### src/rtl/digital_lock_seq.sv
// Multi-digit digital lock controller: sequential code entry against a
// reprogrammable stored code, failed-try counting and timed lockout.
module digital_lock_seq #(
  parameter int unsigned DIGIT_W     = 4,
  parameter int unsigned CODE_LEN    = 4,
  parameter int unsigned MAX_TRIES   = 3,
  parameter int unsigned LOCKOUT_CYC = 16,
  parameter logic [CODE_LEN*DIGIT_W-1:0] DEFAULT_CODE = '0
) (
  input  logic                               clk,
  input  logic                               rst_n,
  input  logic                               start,
  input  logic                               prog,
  input  logic                               digit_valid,
  input  logic [DIGIT_W-1:0]                 data_in,
  output logic                               done,
  output logic                               fail,
  output logic                               unlocked,
  output logic                               locked_out,
  output logic                               prog_done,
  output logic [$clog2(MAX_TRIES+1)-1:0]     tries_left
);

  localparam int unsigned IDX_W = (CODE_LEN > 1) ? $clog2(CODE_LEN) : 1;
  localparam int unsigned TRY_W = $clog2(MAX_TRIES + 1);
  localparam int unsigned CNT_W = (LOCKOUT_CYC > 1) ? $clog2(LOCKOUT_CYC) : 1;

  typedef enum logic [2:0] {
    S_IDLE    = 3'd0,
    S_ENTRY   = 3'd1,
    S_OPEN    = 3'd2,
    S_PROG    = 3'd3,
    S_LOCKOUT = 3'd4
  } state_e;

  state_e                             state_q;
  logic [CODE_LEN-1:0][DIGIT_W-1:0]   code_q;
  logic [CODE_LEN-1:0][DIGIT_W-1:0]   shadow_q;
  logic [CODE_LEN-1:0][DIGIT_W-1:0]   shadow_d;
  logic [IDX_W-1:0]                   idx_q;
  logic                               mismatch_q;
  logic [TRY_W-1:0]                   tries_q;
  logic [CNT_W-1:0]                   lock_cnt_q;
  logic                               done_q;
  logic                               fail_q;
  logic                               prog_done_q;
  logic                               unlocked_q;
  logic                               locked_out_q;

  logic                               last_digit_c;
  logic                               miss_c;

  // Running mismatch including the digit currently presented
  always_comb begin
    last_digit_c = (idx_q == IDX_W'(CODE_LEN - 1));
    miss_c       = mismatch_q | (data_in != code_q[idx_q]);
    shadow_d         = shadow_q;
    shadow_d[idx_q]  = data_in;
  end

  always_ff @(posedge clk or negedge rst_n) begin
    if (!rst_n) begin
      state_q      <= S_IDLE;
      code_q       <= DEFAULT_CODE;
      shadow_q     <= '0;
      idx_q        <= '0;
      mismatch_q   <= 1'b0;
      tries_q      <= TRY_W'(MAX_TRIES);
      lock_cnt_q   <= '0;
      done_q       <= 1'b0;
      fail_q       <= 1'b0;
      prog_done_q  <= 1'b0;
      unlocked_q   <= 1'b0;
      locked_out_q <= 1'b0;
    end else begin
      done_q      <= 1'b0;
      fail_q      <= 1'b0;
      prog_done_q <= 1'b0;
      case (state_q)
        S_IDLE: begin
          if (start) begin
            state_q    <= S_ENTRY;
            idx_q      <= '0;
            mismatch_q <= 1'b0;
          end
        end
        S_ENTRY: begin
          if (start) begin
            idx_q      <= '0;
            mismatch_q <= 1'b0;
          end else if (digit_valid) begin
            if (last_digit_c) begin
              idx_q      <= '0;
              mismatch_q <= 1'b0;
              if (!miss_c) begin
                state_q    <= S_OPEN;
                done_q     <= 1'b1;
                unlocked_q <= 1'b1;
                tries_q    <= TRY_W'(MAX_TRIES);
              end else begin
                fail_q  <= 1'b1;
                tries_q <= tries_q - TRY_W'(1);
                // Last remaining try consumed: go to timed lockout
                if (tries_q == TRY_W'(1)) begin
                  state_q      <= S_LOCKOUT;
                  locked_out_q <= 1'b1;
                  lock_cnt_q   <= CNT_W'(LOCKOUT_CYC - 1);
                end else begin
                  state_q <= S_IDLE;
                end
              end
            end else begin
              idx_q      <= idx_q + IDX_W'(1);
              mismatch_q <= miss_c;
            end
          end
        end
        S_OPEN: begin
          if (prog) begin
            state_q <= S_PROG;
            idx_q   <= '0;
          end else if (start) begin
            state_q    <= S_IDLE;
            unlocked_q <= 1'b0;
          end
        end
        S_PROG: begin
          if (start) begin
            state_q <= S_OPEN;
            idx_q   <= '0;
          end else if (digit_valid) begin
            shadow_q <= shadow_d;
            if (last_digit_c) begin
              code_q      <= shadow_d;
              prog_done_q <= 1'b1;
              state_q     <= S_OPEN;
              idx_q       <= '0;
            end else begin
              idx_q <= idx_q + IDX_W'(1);
            end
          end
        end
        S_LOCKOUT: begin
          if (lock_cnt_q == '0) begin
            state_q      <= S_IDLE;
            locked_out_q <= 1'b0;
            tries_q      <= TRY_W'(MAX_TRIES);
          end else begin
            lock_cnt_q <= lock_cnt_q - CNT_W'(1);
          end
        end
        default: begin
          state_q <= S_IDLE;
        end
      endcase
    end
  end

  assign done       = done_q;
  assign fail       = fail_q;
  assign prog_done  = prog_done_q;
  assign unlocked   = unlocked_q;
  assign locked_out = locked_out_q;
  assign tries_left = tries_q;

endmodule
### config.mk
export PLATFORM = sky130hd
export DESIGN_NAME = digital_lock_seq
export DESIGN_NICKNAME = d
export VERILOG_FILES = /design/src/rtl/digital_lock_seq.sv
export SDC_FILE = /design/constraint.sdc
export NUM_CORES = 1
export LEC_CHECK = 0
export ABC_AREA = 1
export CORE_UTILIZATION = 50
export CTS_BUF_LIST = sky130_fd_sc_hd__clkbuf_2
export CTS_CLUSTER_DIAMETER = 120
export CTS_CLUSTER_SIZE = 12
export DETAILED_ROUTE_END_ITERATION = 8
export GPL_TIMING_DRIVEN = 0
export PLACE_DENSITY_LB_ADDON = 0.12
export SKIP_CTS_REPAIR_TIMING = 1
export SYNTH_ARGS = -nofsm -noshare
export SYNTH_HDL_FRONTEND = slang
export SYNTH_SLANG_ARGS = --single-unit
### constraint.sdc
create_clock -name clk -period 2.1 [get_ports clk]
set_clock_uncertainty 0.15 [all_clocks]
set_input_delay 0.42 -clock clk [delete_from_list [all_inputs] [get_ports clk]]
set_output_delay 0.42 -clock clk [all_outputs]
set_load 0.02 [all_outputs]
==> qor.json <==
{
  "critPathKind": {"value": "reg -> out"},
  "vias": {"value": 2031},
  "post-route-period-util": {"value": 96.20, "unit": "%"},
  "rr_worst_depth": {"value": 14},
  "drc": {"value": 0},
  "placementRows": {"value": 25},
  "worst_slew_margin_rel": {"value": 73.62, "unit": "%"},
  "timing.critical_path.cells": {"value": "clkdlybuf4s50_1"},
  "synth.yosys.seq_area_share": {"value": 44.04, "unit": "%"},
  "top_level_ports": {"value": 16},
  "floorplan.die.width": {"value": 73.59, "unit": "um"},
  "placed_area": {"value": 2811, "unit": "um2"},
  "timing.rr.start": {"value": "idx_q[0]$_DFFE_PN0P_"},
  "numPortBuffers": {"value": 15},
  "critical_path.startpoint": {"value": "locked_out$_DFFE_PN0P_"},
  "first_iter_violations": {"value": 145},
  "gp_congestion": {"value": 0.8822},
  "reg2reg_setup_slack": {"value": 0.12, "unit": "ns"},
  "share_of_post_route_cells_with_drive_strength_above_1": {"value": 16.62, "unit": "%"},
  "holdCritPathClass": {"value": "in -> async"},
  "synth.net_count": {"value": 334},
  "post-place-cells": {"value": 401},
  "clockRootBuffer": {"value": "sky130_fd_sc_hd__clkbuf_2"},
  "grt-ovfl-total": {"value": 0},
  "drt-wirelength-per-cell": {"value": 12.46, "unit": "um"},
  "post_synth_num_cell_types": {"value": 35},
  "finalSetupViolCount": {"value": 0},
  "initial_util": {"value": 53.19, "unit": "%"},
  "via_count_of_the_first_global_routing_pass": {"value": 1804},
  "power.share.switching": {"value": 44.84, "unit": "%"},
  "cts.htree.levels": {"value": 2},
  "grt_usage": {"value": 21.10, "unit": "%"},
  "postRouteAntennaNets": {"value": 0},
  "design.die.area": {"value": 5415, "unit": "um2"},
  "syn_to_final_growth": {"value": 13.04, "unit": "%"},
  "regArea": {"value": 1130, "unit": "um2"},
  "worstPathArrival": {"value": 1.45, "unit": "ns"},
  "grt_antenna_before_repair": {"value": 0},
  "power_frac_seq": {"value": 35.7, "unit": "%"},
  "synth.ff_latch_count": {"value": 45},
  "power-per-cell-area": {"value": 1369, "unit": "nW/um2"},
  "timing.critical_path.fanout_max": {"value": 2},
  "synthesis.yosys.warnings": {"value": 0},
  "clkLatencyLatePin": {"value": 0.44, "unit": "ns"},
  "drt-pass1-iter-count": {"value": 4},
  "finalCriticalPeriod": {"value": 2.020, "unit": "ns"},
  "multiInputGateArea": {"value": 1255, "unit": "um2"},
  "netlist_instances": {"value": 318},
  "post_syn_area": {"value": 2562, "unit": "um2"},
  "synth_area_per_cell": {"value": 8.058, "unit": "um2"},
  "power.switching": {"value": 1.778, "unit": "mW"},
  "crit_path_end_kind": {"value": "output pin"},
  "clockPowerShare": {"value": 12.9, "unit": "%"},
  "rr_endpoint": {"value": "unlocked$_DFFE_PN0P_"},
  "insertedDiodeCount": {"value": 0},
  "drt_wl_total": {"value": 5109, "unit": "um"},
  "final_hold_viol_count": {"value": 0},
  "cts_tree": {"value": "done"},
  "cellInternalPower": {"value": 2.187, "unit": "mW"},
  "clk_pin_slew_worst_paths": {"value": 0.25, "unit": "ns"},
  "ir_drop": {"value": 0.0005754, "unit": "V"},
  "combined_buffer_and_inverter_count_along_the_critical_path": {"value": 1},
  "outcome": {"value": "complete, no violations"},
  "dpl.hpwl": {"value": 3840, "unit": "um"},
  "req_time_crit_path": {"value": 1.53, "unit": "ns"},
  "timing.critical_path.slowest_cell_delay": {"value": 0.60, "unit": "ns"},
  "core_area": {"value": 4817, "unit": "um2"},
  "cts_inserted_buffers": {"value": 5},
  "final_layout_fill_cell_count": {"value": 469},
  "share_of_total_power_in_combinational_logic": {"value": 51.4, "unit": "%"},
  "timing_worst_slew_pin_value": {"value": 0.3945, "unit": "ns"},
  "postLayoutCellArea": {"value": 2897, "unit": "um2"},
  "setup.worst_path.start_class": {"value": "flop"},
  "vias_per_cell": {"value": 4.954},
  "cts_max_path_buffers": {"value": 2},
  "die_h": {"value": 73.59, "unit": "um"},
  "cts_sinks": {"value": 45},
  "grt_first_pass_wirelength": {"value": 8507, "unit": "um"},
  "finalNetCount": {"value": 358},
  "fin_cells": {"value": 410},
  "critPathSlowestCell": {"value": "sky130_fd_sc_hd__clkdlybuf4s50_1"},
  "max_cap_violations": {"value": 0},
  "crit_family": {"value": "buffers and inverters"},
  "total_leakage_power": {"value": 1.421, "unit": "nW"},
  "drv_slew": {"value": 0},
  "achievable-frequency": {"value": 0.4950, "unit": "GHz"},
  "post-layout-total-power": {"value": 3.965, "unit": "mW"},
  "finalCoreUtilization": {"value": 60.13, "unit": "%"},
  "grt_start_max_net_pins": {"value": 38}
}
[worst max path at each step]
stage	cells after the start	end	slack, ns
after floorplan	14	unlocked$_DFFE_PN0P_	0.35
after global placement	1	locked_out$_DFFE_PN0P_	-0.82
after detailed placement	11	lock_cnt_q[0]$_DFFE_PN0P_	-0.19
after CTS	1	tries_left[0]	-0.14
after global routing	1	locked_out	-0.0001
final	1	locked_out	0.08
[power groups by stage]
stage	logic, mW	clock network [mW]	registers, mW
after floorplan	1.57	0	1.44
after global placement	2.00	0	1.43
after detailed placement	2.05	0	1.44
after CTS	2.06	0.520	1.41
after global routing	2.30	0.545	1.46
final	2.04	0.510	1.42
[synth_stat cells]
cell type,n,area [um2]
sky130_fd_sc_hd__dfrtp_1,43,1076
sky130_fd_sc_hd__a21oi_2,1,8.760
sky130_fd_sc_hd__xnor2_1,1,8.760
sky130_fd_sc_hd__nand2_4,4,45.04
sky130_fd_sc_hd__nand2_2,6,37.54
sky130_fd_sc_hd__o21ai_2,1,8.760
sky130_fd_sc_hd__xor2_4,1,27.53
sky130_fd_sc_hd__nor3_2,1,10.01
sky130_fd_sc_hd__nor2_2,5,31.28
sky130_fd_sc_hd__nand4_1,4,25.02
sky130_fd_sc_hd__nand3b_1,2,15.01
sky130_fd_sc_hd__a31oi_1,3,18.77
sky130_fd_sc_hd__nand2_1,108,405.4
sky130_fd_sc_hd__inv_2,6,22.52
sky130_fd_sc_hd__a21oi_1,5,25.02
sky130_fd_sc_hd__nand4_4,1,21.27
sky130_fd_sc_hd__a22oi_1,1,7.510
sky130_fd_sc_hd__buf_6,1,11.26
sky130_fd_sc_hd__nand3_1,17,85.08
sky130_fd_sc_hd__nor2_4,2,22.52
sky130_fd_sc_hd__inv_1,25,93.84
sky130_fd_sc_hd__o22ai_1,1,6.260
sky130_fd_sc_hd__o21ai_0,27,135.1
sky130_fd_sc_hd__inv_4,1,6.260
sky130_fd_sc_hd__o21ai_1,3,15.01
sky130_fd_sc_hd__buf_2,5,25.02
sky130_fd_sc_hd__buf_12,1,20.02
sky130_fd_sc_hd__ha_1,7,87.58
sky130_fd_sc_hd__nor3_4,1,16.27
sky130_fd_sc_hd__a211oi_2,1,12.51
sky130_fd_sc_hd__dfstp_2,2,52.55
sky130_fd_sc_hd__nor2_8,1,20.02
sky130_fd_sc_hd__nand3_4,2,35.03
sky130_fd_sc_hd__nand3_2,3,30.03
sky130_fd_sc_hd__nor2_1,25,93.84
[through the flow]
stage                     setup TNS (ns)  setup WS [ns]  hold slack, ns
after floorplan                        0         0.3462        -0.02559
after global placement            -37.70        -0.8185          0.3076
after detailed placement          -2.208        -0.1895          0.1430
after CTS                        -0.2503        -0.1399         -0.3736
after global routing          -0.0001179     -0.0001179          0.1574
final                                  0        0.07982          0.1661
[sequential cells by signal, indices dropped and copies added, names as in the netlist]
name        cells
code_q         16
shadow_q       12
lock_cnt_q      4
state_q         3
idx_q           2
tries_left      2
done            1
fail            1
locked_out      1
mismatch_q      1
prog_done       1
unlocked        1
[per-layer routing]
layer / track usage, % / vias to the layer above / routed length, um
met4: 6.410 / 0 / 68
met3: 4.115 / 7 / 221
met2: 30.48 / 36 / 2208
li1: - / 1061 / -
met1: 31.86 / 927 / 2611
met5: 0 / - / 0
[cell usage in the layout, fill, tap and decap left out, types with 6 or more instances in the layout]
cell type                         count
sky130_fd_sc_hd__ha_1                 7
sky130_fd_sc_hd__clkdlybuf4s50_1     12
sky130_fd_sc_hd__nand2_1            108
sky130_fd_sc_hd__nor2_1              25
sky130_fd_sc_hd__nand3_1             17
sky130_fd_sc_hd__nand2_2              6
sky130_fd_sc_hd__inv_1               25
sky130_fd_sc_hd__buf_2                6
sky130_fd_sc_hd__inv_2                6
sky130_fd_sc_hd__o21ai_0             27
sky130_fd_sc_hd__dfrtp_1             42
sky130_fd_sc_hd__clkbuf_2             6
[cells by family (layout without fill, tap and decap cells)]
group | after synthesis | after routing | synth area share (%)
xor+xnor | 2 | 2 | 1.416
compound gates | 43 | 43 | 9.277
simple gates | 182 | 182 | 34.86
buf+inv | 39 | 64 | 6.982
fa+ha+maj | 7 | 7 | 3.418
flops | 45 | 45 | 44.04
[layout make-up]
type | instances | share of cell area (%)
inverter | 32 | 4.233
timing repair buffer | 17 | 6.220
tap | 67 | 2.894
multi-input combinational | 234 | 43.33
clock buffer | 6 | 1.037
clock inverter | 2 | 1.339
buffer | 7 | 1.944
sequential | 45 | 39.01
[worst reg2reg max path: stages, from the launching register on]
cell and delay [ns]:
sky130_fd_sc_hd__dfrtp_1 0.47, sky130_fd_sc_hd__buf_6 0.16, sky130_fd_sc_hd__inv_4 0.06, sky130_fd_sc_hd__buf_12 0.12, sky130_fd_sc_hd__nand2_1 0.05, sky130_fd_sc_hd__nand3_1 0.07, sky130_fd_sc_hd__nand2_1 0.07, sky130_fd_sc_hd__nand2_1 0.07
sky130_fd_sc_hd__nand2_1 0.09, sky130_fd_sc_hd__nor2_4 0.16, sky130_fd_sc_hd__nand3_4 0.14, sky130_fd_sc_hd__nand2_4 0.10, sky130_fd_sc_hd__nand2_2 0.06, sky130_fd_sc_hd__nand2_1 0.08, sky130_fd_sc_hd__o21ai_2 0.05
Power figures use the tool's default switching activity.
